### src/rtl/fsic_wb_initiator.sv
// fsic_wb_initiator
// Turns one command from a valid/ready command stream into one single-beat
// Wishbone classic cycle, then returns one response on a valid/ready
// response stream. An optional ack timeout ends a cycle that the responder
// never acknowledges and reports it as an error response.
//
// Handshake rule for both streams: a transfer happens on a rising wb_clk edge
// where valid and ready are both high; valid never waits on ready, and
// the payload is held stable while valid is high and ready is low.
//
// TIMEOUT must be smaller than 2**TO_W so that the timer never wraps.
// TIMEOUT == 0 disables the timeout, and the timer then stays frozen.

module fsic_wb_initiator #(
    parameter int unsigned TIMEOUT = 255,
    parameter int unsigned TO_W    = 8
) (
    input  logic        wb_clk,
    input  logic        wb_rst_n,

    // command stream
    input  logic        cmd_valid,
    output logic        cmd_ready,
    input  logic        cmd_we,
    input  logic [31:0] cmd_adr,
    input  logic [31:0] cmd_wdata,
    input  logic [3:0]  cmd_sel,

    // response stream
    output logic        rsp_valid,
    input  logic        rsp_ready,
    output logic [31:0] rsp_rdata,
    output logic        rsp_err,
    output logic        rsp_we,

    // Wishbone initiator port
    output logic        wbm_cyc_o,
    output logic        wbm_stb_o,
    output logic        wbm_we_o,
    output logic [3:0]  wbm_sel_o,
    output logic [31:0] wbm_adr_o,
    output logic [31:0] wbm_dat_o,
    input  logic        wbm_ack_i,
    input  logic [31:0] wbm_dat_i,

    // status
    output logic        busy,
    output logic [1:0]  dbg_state
);

    typedef enum logic [1:0] {
        ST_IDLE = 2'd0,
        ST_BUS  = 2'd1,
        ST_RESP = 2'd2
    } state_t;

    // Value of the timer on the last cycle a silent responder is allowed.
    localparam int unsigned   TO_LAST_I = (TIMEOUT == 0) ? 0 : TIMEOUT - 1;
    localparam logic [TO_W-1:0] TO_LAST = TO_LAST_I[TO_W-1:0];
    localparam bit            TO_EN     = (TIMEOUT != 0);

    state_t          state;
    state_t          state_nxt;
    logic [TO_W-1:0] timer;
    logic [TO_W-1:0] timer_nxt;

    logic            accept;
    logic            ack_hit;
    logic            to_hit;
    logic            rsp_done;

    // next values of the registered outputs
    logic            cmd_ready_nxt;
    logic            rsp_valid_nxt;
    logic [31:0]     rsp_rdata_nxt;
    logic            rsp_err_nxt;
    logic            rsp_we_nxt;
    logic            wbm_cyc_nxt;
    logic            wbm_stb_nxt;
    logic            wbm_we_nxt;
    logic [3:0]      wbm_sel_nxt;
    logic [31:0]     wbm_adr_nxt;
    logic [31:0]     wbm_dat_nxt;
    logic            busy_nxt;

    // Handshake and bus events. Ack outside BUS is ignored; ack on the
    // terminal timer cycle wins over the timeout.
    assign accept   = (state == ST_IDLE) && cmd_valid && cmd_ready;
    assign ack_hit  = (state == ST_BUS) && wbm_ack_i;
    assign to_hit   = TO_EN && (state == ST_BUS) && !wbm_ack_i && (timer == TO_LAST);
    assign rsp_done = (state == ST_RESP) && rsp_valid && rsp_ready;

    assign dbg_state = state;

    // State register.
    always_ff @(posedge wb_clk or negedge wb_rst_n) begin
        if (!wb_rst_n) begin
            state <= ST_IDLE;
        end else begin
            state <= state_nxt;
        end
    end

    // Next-state logic.
    always_comb begin
        state_nxt = state;
        case (state)
            ST_IDLE: if (accept)            state_nxt = ST_BUS;
            ST_BUS:  if (ack_hit || to_hit) state_nxt = ST_RESP;
            ST_RESP: if (rsp_done)          state_nxt = ST_IDLE;
            default:                        state_nxt = ST_IDLE;
        endcase
    end

    // Output logic: computes the next value of every registered output and
    // of the ack timer from the current state and the bus events.
    always_comb begin
        timer_nxt     = timer;
        rsp_rdata_nxt = rsp_rdata;
        rsp_err_nxt   = rsp_err;
        rsp_we_nxt    = rsp_we;
        wbm_cyc_nxt   = wbm_cyc_o;
        wbm_stb_nxt   = wbm_stb_o;
        wbm_we_nxt    = wbm_we_o;
        wbm_sel_nxt   = wbm_sel_o;
        wbm_adr_nxt   = wbm_adr_o;
        wbm_dat_nxt   = wbm_dat_o;

        case (state)
            ST_IDLE: begin
                if (accept) begin
                    wbm_we_nxt  = cmd_we;
                    wbm_adr_nxt = cmd_adr;
                    wbm_dat_nxt = cmd_wdata;
                    wbm_sel_nxt = cmd_sel;
                    wbm_cyc_nxt = 1'b1;
                    wbm_stb_nxt = 1'b1;
                    timer_nxt   = '0;
                end
            end
            ST_BUS: begin
                if (ack_hit) begin
                    wbm_cyc_nxt   = 1'b0;
                    wbm_stb_nxt   = 1'b0;
                    rsp_rdata_nxt = wbm_we_o ? 32'h0 : wbm_dat_i;
                    rsp_err_nxt   = 1'b0;
                    rsp_we_nxt    = wbm_we_o;
                end else if (to_hit) begin
                    wbm_cyc_nxt   = 1'b0;
                    wbm_stb_nxt   = 1'b0;
                    rsp_rdata_nxt = 32'hFFFF_FFFF;
                    rsp_err_nxt   = 1'b1;
                    rsp_we_nxt    = wbm_we_o;
                end else if (TO_EN) begin
                    timer_nxt = timer + TO_W'(1);
                end
            end
            ST_RESP: begin
                // Response fields and bus lines simply hold here.
                wbm_cyc_nxt = 1'b0;
                wbm_stb_nxt = 1'b0;
            end
            default: begin
                wbm_cyc_nxt = 1'b0;
                wbm_stb_nxt = 1'b0;
            end
        endcase

        cmd_ready_nxt = (state_nxt == ST_IDLE);
        rsp_valid_nxt = (state_nxt == ST_RESP);
        busy_nxt      = (state_nxt != ST_IDLE);
    end

    // Output and timer registers; everything, including cmd_ready, is zero
    // while reset is asserted.
    always_ff @(posedge wb_clk or negedge wb_rst_n) begin
        if (!wb_rst_n) begin
            timer     <= '0;
            cmd_ready <= 1'b0;
            rsp_valid <= 1'b0;
            rsp_rdata <= 32'h0;
            rsp_err   <= 1'b0;
            rsp_we    <= 1'b0;
            wbm_cyc_o <= 1'b0;
            wbm_stb_o <= 1'b0;
            wbm_we_o  <= 1'b0;
            wbm_sel_o <= 4'h0;
            wbm_adr_o <= 32'h0;
            wbm_dat_o <= 32'h0;
            busy      <= 1'b0;
        end else begin
            timer     <= timer_nxt;
            cmd_ready <= cmd_ready_nxt;
            rsp_valid <= rsp_valid_nxt;
            rsp_rdata <= rsp_rdata_nxt;
            rsp_err   <= rsp_err_nxt;
            rsp_we    <= rsp_we_nxt;
            wbm_cyc_o <= wbm_cyc_nxt;
            wbm_stb_o <= wbm_stb_nxt;
            wbm_we_o  <= wbm_we_nxt;
            wbm_sel_o <= wbm_sel_nxt;
            wbm_adr_o <= wbm_adr_nxt;
            wbm_dat_o <= wbm_dat_nxt;
            busy      <= busy_nxt;
        end
    end

endmodule

### config.mk
export PLATFORM = sky130hd
export DESIGN_NAME = fsic_wb_initiator
export DESIGN_NICKNAME = d
export VERILOG_FILES = /design/src/rtl/fsic_wb_initiator.sv
export SDC_FILE = /design/constraint.sdc
export NUM_CORES = 1
export LEC_CHECK = 0
export CAP_MARGIN = 40
export CORE_UTILIZATION = 39
export CTS_BUF_LIST = sky130_fd_sc_hd__clkbuf_8
export CTS_CLUSTER_SIZE = 40
export DETAILED_ROUTE_END_ITERATION = 6
export GPL_TIMING_DRIVEN = 0
export PLACE_DENSITY_LB_ADDON = 0.25
export SLEW_MARGIN = 20
export SYNTH_ARGS = -nofsm -noshare
export SYNTH_HDL_FRONTEND = slang
export SYNTH_SLANG_ARGS = --single-unit
### constraint.sdc
create_clock -name wb_clk -period 1.9 [get_ports wb_clk]
set_clock_uncertainty 0.1 [all_clocks]
set_input_delay 0.38 -clock wb_clk [delete_from_list [all_inputs] [get_ports wb_clk]]
set_output_delay 0.38 -clock wb_clk [all_outputs]
set_load 0.02 [all_outputs]
==> results.toml, run 1 <==
[final_layout]
fin_area_sq_um = 7770
syn_to_final_growth_pct = 58.4
n_fill_cell = 1006
layout.nets = 823
drive_gt1_share_pct = 12.5
register_area_sq_um = 2930
antennaDiodeCount = 0
finalNonFillerCells = 895
multi_input_area_sq_um = 1840

[floorplan]
core_sq_um = 12100
die-area_sq_um = 13000
rows = 40
die_y_microns = 114
dieWidth_microns = 114
ios = 216
initial_core_util_pct = 40.5

[route]
wire_per_inst_microns = 14.6
drt-pass1-iter-count = 4
routed_wl_microns = 13100
postRouteAntennaNets = 0
routed_via_density = 4.68
drc = 0
num_vias = 4186
drtIter0Drc = 156

[placed_design]
dp_slack_ns = -0.420
io_buffers = 215
place.gp.congestion = 0.779
hpwl_microns = 9400
placed_cell_area_sq_um = 7300
dp_cells = 859

[yosys]
syn_inst = 475
avgSynthCellArea_sq_um = 10.3
ys_types = 37
syn-num-nets = 583
syn_area_sq_um = 4900
ys_seq_area_share_pct = 59.7
ys_warn_count = 0
synth-seq-cells = 117

[worst_setup_path]
required_ns = 2.16
r2r_slack_ns = 0.01
worstSetupPathType = "reg2reg"
critPathArrivalTime_ns = 2.14
cp_max_fo = 7
start_kind = "flip-flop"
cp-end-kind = "flip-flop"

[timing]
relSlewSlack_pct = 66.8
worst_slack_ns = 0.0146
period_needed_ns = 1.89
hold_viol_final = 0
setup-violations-final = 0
period_share_pct = 99.2
fmax_mhz = 530
rsz0062_at_grt = "true"
tightest_slew_ns = 0.498
slew_viol_final = 0
fin_worst_hold_slack_ns = 0.343

[power]
p_per_area_nw_per_um2 = 1610
swShare_pct = 39.4
clkPwrFrac_pct = 17.8
p_switching_w = 0.00493
combPwrFrac_pct = 47.5
p_leak_nw = 4.09
power_frac_seq_pct = 34.7
peakVddDrop_mv = 0.876
cellInternalPower_w = 0.00756

[global_routing]
grt_pass1_wl_microns = 20800
first_global_vias = 4363
overflow = 0
antenna_found_initial = 0
gr-usage-all-layers_pct = 20.8
grt_max_degree = 74

[clock_tree]
cts_buffers = 17
cts_tree = "done"
cts_buffer_depth = 2
cts_root_buf = "clkbuf_8"
cts_max_level = 4
clk_pin_slew_ns = 0.07
cts_num_sinks = 117
clkLatencyLatePin_ns = 0.43

[outcome]
status = "complete, no violations"

[min_path]
hp-class = "in2async"

[flow_run]
maxCapViolations = 0
what timing repair did:
action | CTS | global route
resized for setup | 86 | 50
hold endpoints to repair | 44 | 0
setup endpoints to repair | 185 | 99
gates cloned | 0 | 1
setup buffers | 2 | 3
hold buffers | 1 | 0
pin swaps | 1 | 1
cells by family (layout without fill, tap and decap cells):
logic type / count (synthesis) / count (layout) / synth area share [%]
AO/OA/AOI/OAI: 46 / 46 / 11.6
XOR/XNOR: 1 / 1 / 0.179
adder cells (fa/ha/maj): 2 / 2 / 0.510
buffers and inverters: 32 / 284 / 3.65
flip-flops: 117 / 117 / 59.7
multiplexers: 3 / 3 / 0.638
AND/OR/NAND/NOR: 274 / 274 / 23.8
layout make-up:
type | count | area share (%)
buffer | 25 | 2.09
clock buffer | 25 | 4.43
clock inverter | 6 | 0.644
inverter | 5 | 0.242
multi-input combinational | 326 | 23.6
sequential | 117 | 37.7
tap | 168 | 2.71
timing repair buffer | 223 | 28.6
placed cells by master, fill, tap and decap left out, types with 2 or more instances in the layout:
master and count:
buf_2 3, buf_4 6, a2bb2oi_2 29, clkbuf_2 10
a31oi_1 2, o21ai_0 3, nor2_1 6, dlygate4sd2_1 81
a2bb2oi_1 3, and3_1 2, buf_12 3, clkdlybuf4s50_1 106
nand3_1 4, dlymetal6s2s_1 27, inv_1 9, nor3_1 2
nand2_1 216, clkbuf_1 8, mux2i_1 2, clkbuf_8 25
dfrtp_1 117, nand2b_1 33, a21oi_1 2
registers in the layout, indices dropped and copies added (netlist names), 2 cells and up:
name       cells
timer          8
wbm_adr_o     32
wbm_sel_o      4
dbg_state      2
wbm_dat_o     32
rsp_rdata     32
synth_stat cells, drive strengths merged:
| cell | n | area [sq um] |
|---|---|---|
| a211oi | 1 | 7.51 |
| a21oi | 3 | 15.0 |
| a221oi | 1 | 8.76 |
| a2bb2oi | 32 | 462 |
| a31oi | 2 | 12.5 |
| and2 | 1 | 6.26 |
| and2b | 1 | 7.51 |
| and3 | 3 | 18.8 |
| buf | 8 | 88.8 |
| clkbuf | 19 | 71.3 |
| dfrtp | 117 | 2930 |
| ha | 2 | 25.0 |
| inv | 5 | 18.8 |
| mux2 | 1 | 11.3 |
| mux2i | 2 | 20.0 |
| nand2 | 217 | 815 |
| nand2b | 34 | 213 |
| nand3 | 4 | 20.0 |
| nand3b | 1 | 7.51 |
| nand4 | 1 | 6.26 |
| nand4b | 1 | 15.0 |
| nand4bb | 1 | 11.3 |
| nor2 | 6 | 22.5 |
| nor2b | 1 | 6.26 |
| nor3 | 2 | 10.0 |
| nor4 | 1 | 6.26 |
| o21ai | 3 | 15.0 |
| o311ai | 1 | 8.76 |
| o31a | 1 | 8.76 |
| o31ai | 1 | 21.3 |
| o41ai | 1 | 8.76 |
| xnor2 | 1 | 8.76 |
critical path: stages, from the launching register on:
cell and delay (ns):
dfrtp_1 0.42, inv_1 0.08, ha_2 0.21, nand4b_4 0.11
o31ai_4 0.30, and2_4 0.28, clkbuf_16 0.18, a2bb2oi_2 0.12
power by group through the flow:
stage	Combinational (W)	Sequential, W	Clock [W]
after CTS	0.00598	0.00435	0.00228
after detailed placement	0.00653	0.00440	0
after global routing	0.00642	0.00448	0.00237
after floorplan	0.00209	0.00569	0
after global placement	0.00642	0.00434	0
final	0.00594	0.00433	0.00222
routing by layer:
layer / GRT usage (%) / vias to the layer above / routed length [microns]
met4: 7.71 / 0 / 194
li1: - / 2013 / -
met3: 9.00 / 17 / 1290
met2: 33.8 / 162 / 6130
met1: 24.4 / 1994 / 5440
met5: 0 / - / 0
metrics by stage:
| stage | power [W] | utilization, % | TNS, ns |
|---|---|---|---|
| global route | 0.0133 | 64.2 | -1.25 |
| finish | 0.0125 | 64.2 | 0 |
| floorplan | 0.00778 | - | 0 |
| global placement | 0.0108 | 60.0 | -518.86 |
| CTS | 0.0126 | 62.9 | 0 |
| detailed placement | 0.0109 | 60.2 | -35.42 |
path summary, 6_finish.rpt:
path / depth (start not counted) / start / to
max: 7 / timer[0]$_DFFE_PN0P_ / rsp_rdata[5]$_DFFE_PN0P_
max in group asynchronous: 3 / wb_rst_n / wbm_dat_o[16]$_DFFE_PN0P_
min in group wb_clk: 3 / cmd_wdata[12] / wbm_dat_o[12]$_DFFE_PN0P_
min: 2 / wb_rst_n / wbm_adr_o[12]$_DFFE_PN0P_
max reg2reg: 7 / timer[0]$_DFFE_PN0P_ / rsp_rdata[5]$_DFFE_PN0P_
min reg2reg: 2 / wbm_adr_o[16]$_DFFE_PN0P_ / wbm_adr_o[16]$_DFFE_PN0P_
(Power assumes the default switching activity.)
==> run 2, diff against run 1 <==
--- a/constraint.sdc
+++ b/constraint.sdc
@@ -4,2 +4,2 @@
 set_output_delay 0.38 -clock wb_clk [all_outputs]
-set_load 0.02 [all_outputs]
+set_load 0.01 [all_outputs]
==> run 2 against run 1 <==
  * Worst hold slack worse by 0.0015 ns
  * Design area up 0.74%
  * Non-clock buffer count is 2 higher
  * Sequential power about the same
  * Final cell count grew 0.22%
  * Critical endpoint is now rsp_rdata[3]$_DFFE_PN0P_
  * Largest cell class unchanged
==> results.toml, run 2 (synthesized netlist as in run 1, its figures left out) <==
[timing]
fmax_mhz = 531
relSlewSlack_pct = 67.3
slew_viol_final = 0
rsz0062_at_grt = "true"
worst_slack_ns = 0.0168
setup-violations-final = 0
period_needed_ns = 1.88
tightest_slew_ns = 0.491
period_share_pct = 99.1
hold_viol_final = 0

[worst_setup_path]
cp_slowest_stage_delay_ns = 0.42
critPathTopFamily = "flip-flops"
start_kind = "flip-flop"
cp-end-kind = "flip-flop"
r2r_end = "rsp_rdata[3]$_DFFE_PN0P_"
cp_slowest_cell = "dfrtp_1"
required_ns = 2.16
r2r_slack_ns = 0.02
worstSetupPathType = "reg2reg"
crit_buf_inv = 2
critPathArrivalTime_ns = 2.14
cp_cell_sequence = "inv_1 -> ha_2 -> nand4b_4 -> o31ai_4 -> and2_4 -> clkbuf_16 -> a2bb2oi_2"
worstRegToRegCells = 7
r2r-start = "timer[0]$_DFFE_PN0P_"
cp_max_fo = 7

[final_layout]
drive_gt1_share_pct = 12.9
antennaDiodeCount = 0
syn_to_final_growth_pct = 59.6
final_core_util_pct = 64.6
mostFrequentLayoutCell = "nand2_1"
layout.nets = 825
largestRegisters = "rsp_rdata x32, wbm_adr_o x32, wbm_dat_o x32"
fin_area_sq_um = 7830
layout_common_cells = "nand2_1 (216), clkdlybuf4s50_1 (205), dfrtp_1 (116)"

[placed_design]
io_buffers = 215
place.gp.congestion = 0.779
placed_cell_area_sq_um = 7300
hpwl_microns = 9400
dp_slack_ns = -0.420

[clock_tree]
clkLatencyLatePin_ns = 0.43
cts_tree = "done"
cts_max_level = 4
clk_pin_slew_ns = 0.07
cts_root_buf = "clkbuf_8"
cts_num_sinks = 117
cts_buffers = 17
cts_buffer_depth = 2

[route]
num_vias = 4190
drt-pass1-iter-count = 4
routed_wl_microns = 13000
wire_per_inst_microns = 14.5
drtIter0Drc = 152
postRouteAntennaNets = 0
routed_via_density = 4.67
drc = 0

[global_routing]
grtUsageMet3_pct = 9.32
grt_max_degree = 74
first_global_vias = 4366
grt_use_met2_pct = 33.8
gr-usage-all-layers_pct = 20.8
overflow = 0
busiest_layer = "met2"
antenna_found_initial = 0
grt_pass1_wl_microns = 20800
grt_use_met1_pct = 24.4

[power]
p_per_area_nw_per_um2 = 1570
peakVddDrop_mv = 0.854
p_leak_nw = 3.70
finalPower_w = 0.0123

[floorplan]
core_sq_um = 12100
dieWidth_microns = 114
ios = 216
die_y_microns = 114
initial_core_util_pct = 40.5
die-area_sq_um = 13000
rows = 40

[flow_run]
maxCapViolations = 0

[min_path]
hp-class = "in2async"

[outcome]
status = "complete, no violations"
[run 2: cell count changes in the layout (fill, tap and decap cells not counted), sizes merged]
cell	change
buf	+2
dlymetal6s2s	-22
dlygate4sd2	-77
clkdlybuf4s50	+99
[run 2: through the flow]
step / std cells / setup TNS (ns) / hold slack [ns]
finish: 897 / 0 / 0.342
global route: 897 / -1.25 / 0.356
CTS: 894 / 0 / 0.337
detailed placement: 859 / -35.42 / 0.233
global placement: 858 / -518.86 / 0.358
floorplan: 475 / 0 / -0.0156
[run 2: final cells by class]
| class | count | area (sq um) |
|---|---|---|
| inverters | 5 | 18.8 |
| fillers | 997 | 4280 |
| plain buffers | 25 | 163 |
| clock inverters | 6 | 50.0 |
| well taps | 168 | 210 |
| clock buffers | 25 | 344 |
| flip-flops and latches | 117 | 2930 |
| repair buffers | 225 | 2280 |
| multi-input cells | 326 | 1840 |
[run 2: where the power goes]
part	total [W]	switching (W)	internal (W)
combinational	0.00572	0.00246	0.00326
sequential	0.00436	0.000721	0.00364
clock	0.00222	0.000929	0.00129
total	0.0123	0.00411	0.00819
[run 2: worst max-delay path by stage]
stage                     cells after the start                         to            startpoint
final                                         7   rsp_rdata[3]$_DFFE_PN0P_  timer[0]$_DFFE_PN0P_
after detailed placement                      7      wbm_stb_o$_DFFE_PN0P_             wbm_ack_i
after CTS                                     8  rsp_rdata[18]$_DFFE_PN0P_  timer[0]$_DFFE_PN0P_
after global placement                        1   wbm_dat_o[7]$_DFFE_PN0P_              wb_rst_n
after global routing                          7  rsp_rdata[11]$_DFFE_PN0P_  timer[0]$_DFFE_PN0P_
after floorplan                               8  rsp_rdata[17]$_DFFE_PN0P_  timer[0]$_DFFE_PN0P_
[run 2: routing by layer]
layer  wire [microns]  vias to the layer above
met1             5470                     2000
met4              187                        0
met5                0                        -
li1                 -                     2011
met3             1320                       17
met2             6070                      162
[run 2: worst register-to-register path, delay by kind of cell (launching register included)]
family	cells	cell delay (ns)
adder cells (fa/ha/maj)	1	0.21
AND/OR/NAND/NOR	2	0.39
flip-flops	1	0.42
AO/OA/AOI/OAI	2	0.42
buffers and inverters	2	0.26
[run 2: timing repair]
| action | in CTS | in global routing |
|---|---|---|
| buffers inserted | 4 | 3 |
| hold buffers | 1 | 0 |
| setup endpoints to repair | 109 | 76 |
| pin swaps | 1 | 1 |
| resized for setup | 10 | 28 |
| endpoints found under the hold margin | 44 | 0 |
| cloned | 0 | 1 |
==> run 3, diff against run 2 <==
Settings changed: MAX_ROUTING_LAYER set to met4.
==> run 3 against run 2 <==
  * Non-clock buffer count did not move
  * Highest routed layer unchanged
  * Largest power group unchanged
  * Sequential cell count is the same
  * Setup slack lost 0.0017 ns
  * Worst hold slack better by 0.0024 ns
  * Via count did not move
  * Die area unchanged
==> results.toml, run 3 (synthesized netlist as in run 1, its figures left out) <==
[final_layout]
fin_area_sq_um = 7830
layout.nets = 825
finalNonFillerCells = 897
antennaDiodeCount = 0
final_core_util_pct = 64.6
largestRegisters = "rsp_rdata x32, wbm_adr_o x32, wbm_dat_o x32"
layout_common_cells = "nand2_1 (216), clkdlybuf4s50_1 (204), dfrtp_1 (116)"
n_fill_cell = 996
mostFrequentLayoutCell = "nand2_1"
syn_to_final_growth_pct = 59.6
drive_gt1_share_pct = 12.9

[route]
routed_via_density = 4.67
drt-pass1-iter-count = 4
drtIter0Drc = 167
drc = 0
postRouteAntennaNets = 0
num_vias = 4190
routed_wl_microns = 13000
wire_per_inst_microns = 14.5

[outcome]
status = "complete, no violations"

[clock_tree]
cts_num_sinks = 117
cts_root_buf = "clkbuf_8"
cts_buffer_depth = 2
cts_tree = "done"
clk_pin_slew_ns = 0.07
cts_max_level = 4
clkLatencyLatePin_ns = 0.43
cts_buffers = 17

[power]
p_leak_nw = 3.71
p_per_area_nw_per_um2 = 1570
peakVddDrop_mv = 0.853
finalPower_w = 0.0123

[worst_setup_path]
critPathArrivalTime_ns = 2.14
r2r_end = "rsp_rdata[5]$_DFFE_PN0P_"
worstRegToRegCells = 7
start_kind = "flip-flop"
r2r-start = "timer[0]$_DFFE_PN0P_"
cp-end-kind = "flip-flop"
required_ns = 2.15
r2r_slack_ns = 0.02
worstSetupPathType = "reg2reg"
cp_max_fo = 7

[placed_design]
placed_cell_area_sq_um = 7300
io_buffers = 215
hpwl_microns = 9400
place.gp.congestion = 0.790
dp_cells = 859

[timing]
relSlewSlack_pct = 67.3
timing.setup.tns_ns = 0
fmax_mhz = 531
rsz0062_at_grt = "true"
period_share_pct = 99.2
period_needed_ns = 1.88
tightest_slew_ns = 0.490
hold_viol_final = 0
setup-violations-final = 0
slew_viol_final = 0

[global_routing]
overflow = 0
grt_pass1_wl_microns = 20800
grt_max_degree = 74
antenna_found_initial = 0
gr-usage-all-layers_pct = 21.5
first_global_vias = 4361

[floorplan]
initial_core_util_pct = 40.5
die_y_microns = 114
dieWidth_microns = 114
core_sq_um = 12100
rows = 40
ios = 216
die-area_sq_um = 13000

[flow_run]
maxCapViolations = 0

[min_path]
hp-class = "in2async"
-- run 3: cell types whose count changed in the layout (fill, tap and decap cells not counted) --
cell             delta
clkdlybuf4s50_1     -1
dlymetal6s2s_1      +1
-- run 3: layer usage --
metal	GRT usage, %	vias up	wire length (microns)
met5	-	-	0
met4	7.53	0	184
met3	7.52	18	1110
met2	33.8	163	6090
met1	25.6	1994	5650
li1	-	2015	-
-- run 3: cell type report --
type                       instances  area (sq um)  area share, %
tap                              168           210           2.68
buffer                            25           163           2.08
multi-input combinational        326          1840           23.5
sequential                       117          2930           37.4
timing repair buffer             225          2280           29.1
clock buffer                      25           344           4.39
inverter                           5          18.8          0.240
clock inverter                     6          50.0          0.639
-- run 3: what timing repair did --
action | 4_1_cts | 5_1_grt
cloned | 0 | 1
setup buffers | 4 | 3
pin swaps | 1 | 1
endpoints found under the hold margin | 44 | 0
endpoints found under the setup margin | 109 | 77
hold buffers | 1 | 0
resized for setup | 10 | 29
-- run 3: metrics by stage --
stage | hold slack (ns) | setup WS, ns
after floorplan | -0.0156 | 0.114
after global placement | 0.358 | -4.16
after detailed placement | 0.233 | -0.420
after CTS | 0.337 | 0.0104
after global routing | 0.356 | -0.0702
final | 0.344 | 0.0151
-- run 3: worst max-delay path, stage by stage, from the launching register on --
cell and delay (ns):
dfrtp_1 0.42, inv_1 0.08, ha_2 0.21, nand4b_4 0.11, o31ai_4 0.30, and2_4 0.28, clkbuf_16 0.18, a2bb2oi_2 0.12
-- run 3: how the worst max path moves through the flow --
stage,start,endpoint
floorplan,timer[0]$_DFFE_PN0P_,rsp_rdata[17]$_DFFE_PN0P_
global placement,wb_rst_n,wbm_dat_o[7]$_DFFE_PN0P_
detailed placement,wbm_ack_i,wbm_stb_o$_DFFE_PN0P_
CTS,timer[0]$_DFFE_PN0P_,rsp_rdata[18]$_DFFE_PN0P_
global route,timer[0]$_DFFE_PN0P_,rsp_rdata[11]$_DFFE_PN0P_
finish,timer[0]$_DFFE_PN0P_,rsp_rdata[5]$_DFFE_PN0P_
-- run 3: report_power, final --
| part | switching [W] | internal, W | leakage, nW | total [W] |
|---|---|---|---|---|
| clock | 0.000931 | 0.00129 | 0.219 | 0.00222 |
| combinational | 0.00246 | 0.00326 | 2.06 | 0.00572 |
| sequential | 0.000722 | 0.00364 | 1.43 | 0.00436 |
| total | 0.00411 | 0.00819 | 3.71 | 0.0123 |
